### src/rtl/adcv_sample_averager_if.sv
// Result channel of the sample averager: one registered mean/min/max word
// moved with a ready/valid handshake.
interface adcv_sample_averager_if #(
  parameter int unsigned SAMPLE_BITS = 8
);
  logic [SAMPLE_BITS-1:0] avg_out;
  logic [SAMPLE_BITS-1:0] min_out;
  logic [SAMPLE_BITS-1:0] max_out;
  logic                   out_valid;
  logic                   out_ready;

  modport master (
    output avg_out,
    output min_out,
    output max_out,
    output out_valid,
    input  out_ready
  );

  modport slave (
    input  avg_out,
    input  min_out,
    input  max_out,
    input  out_valid,
    output out_ready
  );
endinterface

### src/rtl/adcv_sample_averager.sv
// Windowed averager for the ramp-ADC code stream: sums 2^LOG2_N valid codes and
// emits a round-half-up mean plus window min/max on a single-entry result register.
module adcv_sample_averager #(
  parameter int unsigned SAMPLE_BITS = 8,
  parameter int unsigned LOG2_N      = 4
) (
  input  logic                   clock,
  input  logic                   reset_n,
  input  logic                   clear,
  input  logic [SAMPLE_BITS-1:0] sample_in,
  input  logic                   sample_valid,
  output logic                   overrun,
  output logic [LOG2_N-1:0]      window_fill,
  adcv_sample_averager_if.master res
);

  localparam int unsigned ACC_W  = SAMPLE_BITS + LOG2_N;
  localparam int unsigned N      = 1 << LOG2_N;
  localparam int unsigned HALF   = 1 << (LOG2_N - 1);
  localparam int unsigned MEAN_W = SAMPLE_BITS + 1;

  logic [ACC_W-1:0]       acc_q,     acc_d;
  logic [LOG2_N-1:0]      count_q,   count_d;
  logic [SAMPLE_BITS-1:0] run_min_q, run_min_d;
  logic [SAMPLE_BITS-1:0] run_max_q, run_max_d;
  logic [SAMPLE_BITS-1:0] avg_q,     avg_d;
  logic [SAMPLE_BITS-1:0] min_q,     min_d;
  logic [SAMPLE_BITS-1:0] max_q,     max_d;
  logic                   valid_q,   valid_d;
  logic                   overrun_q, overrun_d;

  logic                   accept_c;
  logic                   close_c;
  logic                   load_c;
  logic [ACC_W-1:0]       sum_c;
  logic [ACC_W:0]         rnd_c;
  logic [MEAN_W-1:0]      mean_c;
  logic [SAMPLE_BITS-1:0] avg_c;
  logic [SAMPLE_BITS-1:0] new_min_c;
  logic [SAMPLE_BITS-1:0] new_max_c;

  // Running sum including the current code, rounded mean with saturation guard
  always_comb begin
    accept_c  = sample_valid && !clear;
    close_c   = accept_c && (count_q == LOG2_N'(N - 1));
    load_c    = close_c && (!valid_q || res.out_ready);
    sum_c     = acc_q + ACC_W'(sample_in);
    rnd_c     = {1'b0, sum_c} + (ACC_W + 1)'(HALF);
    mean_c    = MEAN_W'(rnd_c >> LOG2_N);
    avg_c     = mean_c[MEAN_W-1] ? '1 : mean_c[SAMPLE_BITS-1:0];
    new_min_c = (sample_in < run_min_q) ? sample_in : run_min_q;
    new_max_c = (sample_in > run_max_q) ? sample_in : run_max_q;
  end

  // Next-state: window accumulation, result register load and overrun tracking
  always_comb begin
    acc_d     = acc_q;
    count_d   = count_q;
    run_min_d = run_min_q;
    run_max_d = run_max_q;
    avg_d     = avg_q;
    min_d     = min_q;
    max_d     = max_q;
    valid_d   = valid_q;
    overrun_d = overrun_q;

    if (valid_q && res.out_ready) begin
      valid_d = 1'b0;
    end

    if (clear) begin
      // Restart the window; the pending result is left deliverable
      acc_d     = '0;
      count_d   = '0;
      run_min_d = '1;
      run_max_d = '0;
      overrun_d = 1'b0;
    end else if (close_c) begin
      acc_d     = '0;
      count_d   = '0;
      run_min_d = '1;
      run_max_d = '0;
      if (load_c) begin
        avg_d   = avg_c;
        min_d   = new_min_c;
        max_d   = new_max_c;
        valid_d = 1'b1;
      end else begin
        overrun_d = 1'b1;
      end
    end else if (accept_c) begin
      acc_d     = sum_c;
      count_d   = count_q + LOG2_N'(1);
      run_min_d = new_min_c;
      run_max_d = new_max_c;
    end
  end

  always_ff @(posedge clock or negedge reset_n) begin
    if (!reset_n) begin
      acc_q     <= '0;
      count_q   <= '0;
      run_min_q <= '1;
      run_max_q <= '0;
      avg_q     <= '0;
      min_q     <= '0;
      max_q     <= '0;
      valid_q   <= 1'b0;
      overrun_q <= 1'b0;
    end else begin
      acc_q     <= acc_d;
      count_q   <= count_d;
      run_min_q <= run_min_d;
      run_max_q <= run_max_d;
      avg_q     <= avg_d;
      min_q     <= min_d;
      max_q     <= max_d;
      valid_q   <= valid_d;
      overrun_q <= overrun_d;
    end
  end

  assign res.avg_out   = avg_q;
  assign res.min_out   = min_q;
  assign res.max_out   = max_q;
  assign res.out_valid = valid_q;
  assign overrun       = overrun_q;
  assign window_fill   = count_q;

endmodule

### src/flat_wrapper.sv
// flat-port wrapper written by rule: the top's interface ports become plain ports
module adcv_sample_averager_flat 
#(
  parameter int unsigned SAMPLE_BITS = 8,
  parameter int unsigned LOG2_N      = 4
)
  (clock, reset_n, clear, sample_in, sample_valid, overrun, window_fill, res_avg_out, res_min_out, res_max_out, res_out_valid, res_out_ready);
  adcv_sample_averager_if #(.SAMPLE_BITS(SAMPLE_BITS)) res_i ();
  input  logic clock;
  input  logic reset_n;
  input  logic clear;
  input  logic [SAMPLE_BITS-1:0] sample_in;
  input  logic sample_valid;
  output logic overrun;
  output logic [LOG2_N-1:0] window_fill;
  output wire logic [$bits(res_i.avg_out)-1:0] res_avg_out;
  output wire logic [$bits(res_i.min_out)-1:0] res_min_out;
  output wire logic [$bits(res_i.max_out)-1:0] res_max_out;
  output wire logic [$bits(res_i.out_valid)-1:0] res_out_valid;
  input wire logic [$bits(res_i.out_ready)-1:0] res_out_ready;
  assign res_avg_out = res_i.avg_out;
  assign res_min_out = res_i.min_out;
  assign res_max_out = res_i.max_out;
  assign res_out_valid = res_i.out_valid;
  assign res_i.out_ready = res_out_ready;
  adcv_sample_averager #(.SAMPLE_BITS(SAMPLE_BITS), .LOG2_N(LOG2_N)) u_core (.clock(clock), .reset_n(reset_n), .clear(clear), .sample_in(sample_in), .sample_valid(sample_valid), .overrun(overrun), .window_fill(window_fill), .res(res_i));
endmodule
### config.mk
export PLATFORM = sky130hd
export DESIGN_NAME = adcv_sample_averager_flat
export DESIGN_NICKNAME = d
export VERILOG_FILES = /design/src/rtl/adcv_sample_averager_if.sv /design/src/rtl/adcv_sample_averager.sv /design/src/flat_wrapper.sv
export SDC_FILE = /design/constraint.sdc
export NUM_CORES = 1
export LEC_CHECK = 0
export ABC_CLOCK_PERIOD_IN_PS = 4500
export CAP_MARGIN = 20
export CORE_UTILIZATION = 30
export DETAILED_ROUTE_END_ITERATION = 7
export GPL_ROUTABILITY_DRIVEN = 0
export PLACE_DENSITY = 0.44
export RECOVER_POWER = 100
export SYNTH_ARGS = -nofsm -noshare
export SYNTH_HDL_FRONTEND = slang
export SYNTH_SLANG_ARGS = --single-unit
### constraint.sdc
create_clock -name clock -period 4.5 [get_ports clock]
set_clock_uncertainty 0.2 [all_clocks]
set_input_delay 1.125 -clock clock [delete_from_list [all_inputs] [get_ports clock]]
set_output_delay 1.125 -clock clock [all_outputs]
set_load 0.05 [all_outputs]
==> results.md, run 1 <==
* CP max FO at 5
* Worst-skew pair later-pin latency at 0.33 ns
* EDFF count, synth at 0
* ANT nets after route at 0
* Post-synth top cells: dfrtp_1 (50), nand2_1 (37), o21ai_0 (28)
* Max frequency at about 0.24 GHz
* Internal power at 0.00114 W
* DR vias at 2,698
* Drt first pass iters at 4
* Critical path type: input pin to register
* Metal-1 WL at 4010 µm
* Worst Hold Launch: u_core.res.min_out[7]$_DFFE_PN0P_
* Crit path capture type: register
* Crit path time final at 4.14 ns
* Sequential area share after synthesis at 42.5%
* Syn Area/Cell at 9.81 µm²
* Largest net degree at the start of global routing at 38
* First-pass GRT wire length at 14,400 µm
* Slew @ Worst Pin at 2.09 ns
* Crit-path max cell delay at 0.63 ns
* Final worst slack at ~0.36 ns
* Post-layout total power at 0.00158 W
* Layout cell share with drive strength beyond 1 at 9.73%
* GR Overflow Total at 0
* Metal2 WL at 4190 µm
* Core ar. at 11,000 µm²
* CTS H-tree depth at 3
* Top cell type's share of synthesized area at 36.4%
* Ys flop type: dfrtp_1
* Worst setup SP type: input pin
* Hold buffers post-CTS at 0
* Final net count at approximately 450
* Final core utilization at 39.7%
* Die Y at 109 µm
* Slew margin rel. at -39.5%
* Hold Fails Final Rpt at 0
* Filler Cell Count at between 1,000 and 1,500
* Switching part of the total at approximately 28%
* Hold Path Class: register to register
* Io pins at 43
* Sw Pwr at around 0.00044 W
* Setup TNS at 0 ns
* Post-route DRC at 0
* PwrDens at approximately 360 nW/µm²
* Initial drt markers at roughly 110
* GRT Util Overall at about 16%
* Seq cells post-synth at 58
* Ys async rst share at 100%
* Net count after synthesis at 390
* Maximum VDD drop at 0.000183 V
* Clk pwr share at 44.3%
* CTS tree: yes
* Ys Warns at 0
* Post-synth top area cell: dfrtp_1
* Num rows at 38
* Comb power frac at 19.9%
* Vias in the first global route at 2,797
* Required @ worst endpoint at 4.55 ns
* Initial Util at 31.2%
* Mapped Cells at 351
* Status: finished, violations left
* CTS buffer count at 9
* Crit path from: sample_in[1]
* Clock Root Buffer: clkbuf_16
* Sequential power share at between 30 and 40%
* Synthesized area at 3440 µm²
* Buffers on Ports at 42
* Top post-synthesis cells by area: dfrtp_1 (36%), ha_1 (9.1%), dfstp_2 (6.1%), mux2i_1 (4.9%), o21ai_0 (4.1%)
* Die area at roughly 12,000 µm²
* Pins over their slew limit at 38
* Max_cap viols at 1
* P&R area growth vs syn at 27.1%
* CP Cell Sequence: dlygate4sd3_1 -> inv_1 -> fa_1 -> nand2b_1 -> clkbuf_1 -> a21oi_1 -> nor4_1 -> nand3b_1 -> or4_1 -> or3_4 -> a31oi_1
* Metal3 WL at around 200 µm
* Maximum clock path buffer count at 2
* Number of vias per cell at 4.90
* Antenna violations before repair at 0
* Unrepaired setup endpoints after global routing: no
* Post-CTS Setup Repair Bufs at 0
* Antenna diode count at 0
* Final Cycle Share at about 92%
* Synth unique cells at 55
* WL/cell at 15.6 µm
* Data arrival, critical path at 4.19 ns
* Clock sinks at between 50 and 60
* Count leader, synth: dfrtp_1
* Top sig layer: met4
* Post-cts sizing count at 0
* Final setup violation count at 0
* Post-DP HPWL at approximately 6300 µm
* Final wirelength at 8580 µm
* Worst slack at placement at 0.0744 ns
* Dpl cell area at 4120 µm²
* Slowest library cell on the worst path: or4_1
* Reg clk slew, reported paths at around 0.050 ns
* R2R Path Start: u_core.acc_q[0]$_DFFE_PN0P_
* Failing checks: capacitance limit, slew limit
* Post-route cell area at 4370 µm²
* DIE WIDTH at 109 µm
* P_leak at 2.06 nW
==> logic make-up after synthesis <==
kind of cell,Yosys count,share of synthesized area [%]
adders and majority gates,26,9.67
and+or+nand+nor,93,14.0
DFF,58,42.5
xor gates and xnor gates,15,3.82
buffers and inverters,39,4.47
AOI/OAI and AO/OA,103,20.7
muxes,17,4.94
==> per-stage QoR <==
step                std cells  hold slack (ns)
floorplan                 351            0.254
global placement          535            0.261
detailed placement        535            0.270
CTS                       551            0.282
global route              551            0.299
finish                    551            0.269
==> final timing paths <==
kind	end	slack, ns	depth (start not counted)
worst max register to register	u_core.res.avg_out[2]$_DFFE_PN0P_	1.32	11
min in group asynchronous	u_core.res.max_out[4]$_DFFE_PN0P_	1.20	1
max in group asynchronous	u_core.res.min_out[5]$_DFFE_PN0P_	0.94	2
worst min register to register	u_core.res.min_out[7]$_DFFE_PN0P_	0.27	2
worst max-delay path	u_core.res.avg_out[2]$_DFFE_PN0P_	0.36	11
worst min-delay path	u_core.res.min_out[7]$_DFFE_PN0P_	0.27	2
==> placed cells by master (no fill, tap or decap), types with 13 or more instances in the layout <==
| cell type | synthesis | layout |
|---|---|---|
| nand2_1 | 37 | 37 |
| dfrtp_1 | 50 | 50 |
| a22o_1 | 13 | 13 |
| mux2i_1 | 17 | 17 |
| dlygate4sd3_1 | 0 | 32 |
| a21oi_1 | 14 | 15 |
| ha_1 | 25 | 25 |
| o21ai_0 | 28 | 29 |
| inv_1 | 19 | 19 |
| nor2_1 | 16 | 16 |
==> critical path: cells and delay by family <==
family                   cells  cell delay (ns)
adder cells (fa/ha/maj)      1             0.43
buffers and inverters        3             0.79
AND/OR/NAND/NOR              5             1.47
AO/OA/AOI/OAI                2             0.38
==> state kept, by name, indices dropped and copies added (netlist names) <==
| signal | cells |
|---|---|
| u_core.acc_q | 12 |
| u_core.overrun | 1 |
| u_core.res.avg_out | 8 |
| u_core.res.max_out | 8 |
| u_core.res.min_out | 8 |
| u_core.res.out_valid | 1 |
| u_core.run_max_q | 8 |
| u_core.run_min_q | 8 |
| u_core.window_fill | 4 |
==> routing by layer <==
| metal | GRT usage, % | vias to the layer above |
|---|---|---|
| li1 | - | 1366 |
| met1 | 20.3 | 1286 |
| met2 | 27.4 | 31 |
| met3 | 3.95 | 15 |
| met4 | 6.08 | 0 |
| met5 | 0 | - |
==> power groups by stage <==
stage / combinational, W / sequential, W / clock [W]
6_report: 0.000314 / 0.000566 / 0.000700
5_1_grt: 0.000355 / 0.000569 / 0.000749
4_1_cts: 0.000329 / 0.000566 / 0.000719
3_5_place_dp: 0.000327 / 0.000574 / 0
3_3_place_gp: 0.000327 / 0.000574 / 0
2_1_floorplan: 0.000210 / 0.000574 / 0
==> area by class of cell <==
| cell class | instances | area, µm² | share of cell area (%) |
|---|---|---|---|
| multi-input combinational | 254 | 1820 | 41.6 |
| sequential | 58 | 1460 | 33.4 |
| timing repair buffer | 64 | 542 | 12.4 |
| clock buffer | 11 | 253 | 5.78 |
| tap | 140 | 175 | 4.00 |
| inverter | 19 | 71.3 | 1.63 |
| clock inverter | 5 | 52.6 | 1.20 |
Power figures use the tool's default switching activity.
==> run 2, diff against run 1 <==
HOLD_SLACK_MARGIN = 0.08   (was not set)
MAX_ROUTING_LAYER = met4   (was not set)
RECOVER_POWER = not set   (was 100)
==> results.md, run 2 (synthesis results as in run 1) <==
* GRT Util Overall at 16.9% (was 16.4%)
* Antenna violations before repair at 0 (unchanged)
* Slowest library cell on the worst path: or4b_1 (was or4_1)
* Final wirelength at 8610 µm (was 8580 µm)
* Final Cycle Share at 91.0% (was 92.1%)
* Io pins at 43 (unchanged)
* Area of the multi-input gates at 1830 µm² (was 1820 µm²)
* Slew @ Worst Pin at 0.876 ns (was 2.09 ns)
* Dpl cells at 535 (unchanged)
* P_leak at 2.00 nW (was 2.06 nW)
* ANT nets after route at 0 (unchanged)
* CTS buffer count at 9 (unchanged)
* Num rows at 38 (unchanged)
* CP max FO at 4 (was 5)
* CP Cell Sequence: clkdlybuf4s50_1 -> ha_1 -> inv_1 -> fa_1 -> nand2b_1 -> nand2b_1 -> a21oi_1 -> xnor2_1 -> ha_1 -> and2_1 -> or4b_1 -> nor4b_1 -> o31ai_1 (was dlygate4sd3_1 -> inv_1 -> fa_1 -> nand2b_1 -> clkbuf_1 -> a21oi_1 -> nor4_1 -> nand3b_1 -> or4_1 -> or3_4 -> a31oi_1)
* Hold Path Class: register to register (unchanged)
* Setup TNS at 0 ns (unchanged)
* Clock Root Buffer: clkbuf_16 (unchanged)
* P&R area growth vs syn at 28.4% (was 27.1%)
* Max frequency at 0.244 GHz (was 0.241 GHz)
* Die Y at 109 µm (unchanged)
* Worst slack at placement at 0.0744 ns (unchanged)
* Final setup violation count at 0 (unchanged)
* Largest net degree at the start of global routing at 38 (unchanged)
* R2R Path Start: u_core.acc_q[0]$_DFFE_PN0P_ (unchanged)
* PwrDens at 360 nW/µm² (was 361 nW/µm²)
* Endpoint of the worst hold path: u_core.res.min_out[7]$_DFFE_PN0P_ (unchanged)
* Unrepaired setup endpoints after global routing: no (unchanged)
* Status: finished clean (was finished, violations left)
* Worst Hold Launch: u_core.res.min_out[7]$_DFFE_PN0P_ (unchanged)
* Worst-skew pair later-pin latency at 0.33 ns (about the same)
* Layout cell share with drive strength beyond 1 at 13.1% (was 9.73%)
* Post-layout total power at 0.00159 W (was 0.00158 W)
* Reg2Reg Depth at 12 (was 11)
* DR vias at 2,697 (was 2,698)
* Initial drt markers at 99 (was 108)
* Initial Util at 31.2% (unchanged)
* Hold buffers post-CTS at 0 (unchanged)
* Max FFs per register at 12 (unchanged)
* Reg area at 1460 µm² (unchanged)
* CTS tree: yes (unchanged)
* Crit path time final at 4.10 ns (was 4.14 ns)
* Worst setup SP type: input pin (unchanged)
* DIE WIDTH at 109 µm (unchanged)
* Biggest register: u_core.acc_q (unchanged)
* Reg clk slew, reported paths at 0.05 ns (about the same)
* First-pass GRT wire length at 14,400 µm (unchanged)
* Required @ worst endpoint at 4.49 ns (was 4.55 ns)
* Final core utilization at 40.1% (was 39.7%)
* Post-route DRC at 0 (unchanged)
* Vias in the first global route at 2,799 (was 2,797)
* WL/cell at 15.6 µm (about the same)
* Commonest non-fill, non-tap cell in the layout: dfrtp_1 (unchanged)
* Post-CTS Setup Repair Bufs at 0 (unchanged)
* Hold path depth at 2 (unchanged)
* CTS H-tree depth at 3 (unchanged)
* Filler Cell Count at 1,120 (was 1,131)
* GR Overflow Total at 0 (unchanged)
* Crit path capture type: register (unchanged)
* Pins over their slew limit at 0 (was 38)
* Data arrival, critical path at 4.08 ns (was 4.19 ns)
* Non-Filler Instances at 551 (unchanged)
* Core ar. at 11,000 µm² (unchanged)
* RR Endpoint: u_core.res.avg_out[7]$_DFFE_PN0P_ (was u_core.res.avg_out[2]$_DFFE_PN0P_)
* Maximum VDD drop at 0.000180 V (was 0.000183 V)
* Drt first pass iters at 4 (unchanged)
* Max_cap viols at 0 (was 1)
* Maximum clock path buffer count at 2 (unchanged)
* Final net count at 445 (unchanged)
* Die area at 11,900 µm² (unchanged)
* Post-cts sizing count at 0 (unchanged)
* Hold Fails Final Rpt at 0 (unchanged)
* Clock sinks at 58 (unchanged)
* Antenna diode count at 0 (unchanged)
* Final worst slack at 0.405 ns (was 0.356 ns)
* Critical path type: input pin to register (unchanged)
* Buffers on Ports at 42 (unchanged)
* Most frequent cells in the layout: dfrtp_1 (50), clkdlybuf4s50_1 (41), nand2_1 (37), o21ai_0 (28), ha_1 (25) (was dfrtp_1 (50), nand2_1 (37), dlygate4sd3_1 (32), o21ai_0 (29), ha_1 (25))
* R2R Setup Slk at 1.36 ns (was 1.32 ns)
* Crit-path max cell delay at 0.51 ns (was 0.63 ns)
* Slew margin rel. at 41.6% (was -39.5%)
* Post-DP HPWL at 6290 µm (unchanged)
* Number of vias per cell at 4.89 (was 4.90)
run 2: power by group:
part	switching (W)	internal, W
clock network	0.000245	0.000455
registers	0.0000178	0.000548
logic	0.000179	0.000145
total	0.000442	0.00115
run 2: area by class of cell:
cell class	count	area share, %
flip-flops and latches	58	33.1
clock buffers	11	5.72
repair buffers	64	13.1
multi-input cells	254	41.3
clock inverters	5	1.19
inverters	19	1.61
well taps	140	3.96
run 2: layer usage:
metal / routed length [µm] / vias to the layer above / GRT usage, %
met5: 0 / - / -
met4: 166 / 0 / 6.08
met3: 215 / 14 / 3.95
met2: 4200 / 30 / 27.4
met1: 4020 / 1287 / 20.3
li1: - / 1366 / -
run 2: worst max path at each step:
stage / end / cells after the start / startpoint / slack [ns]
5_1_grt: u_core.res.avg_out[7]$_DFFE_PN0P_ / 13 / sample_in[0] / 0.13
2_1_floorplan: u_core.res.avg_out[7]$_DFFE_PN0P_ / 12 / sample_in[0] / 0.78
3_5_place_dp: u_core.res.avg_out[7]$_DFFE_PN0P_ / 13 / sample_in[0] / 0.07
3_3_place_gp: u_core.res.avg_out[3]$_DFFE_PN0P_ / 12 / sample_in[0] / 0.10
6_report: u_core.res.avg_out[7]$_DFFE_PN0P_ / 13 / sample_in[0] / 0.40
4_1_cts: u_core.res.avg_out[1]$_DFFE_PN0P_ / 12 / sample_in[0] / 0.42
run 2: per-stage QoR:
stage          instance area [µm²]  hold WS (ns)
2_1_floorplan                 3440         0.254
3_3_place_gp                  4120         0.261
3_5_place_dp                  4120         0.270
4_1_cts                       4420         0.282
5_1_grt                       4420         0.304
6_report                      4420         0.274
run 2: critical path, delay by kind of cell:
family	cells	cell delay [ns]
buffers and inverters	2	0.54
xor gates and xnor gates	1	0.23
and+or+nand+nor	5	1.23
adders and majority gates	3	0.76
AOI/OAI and AO/OA	2	0.18
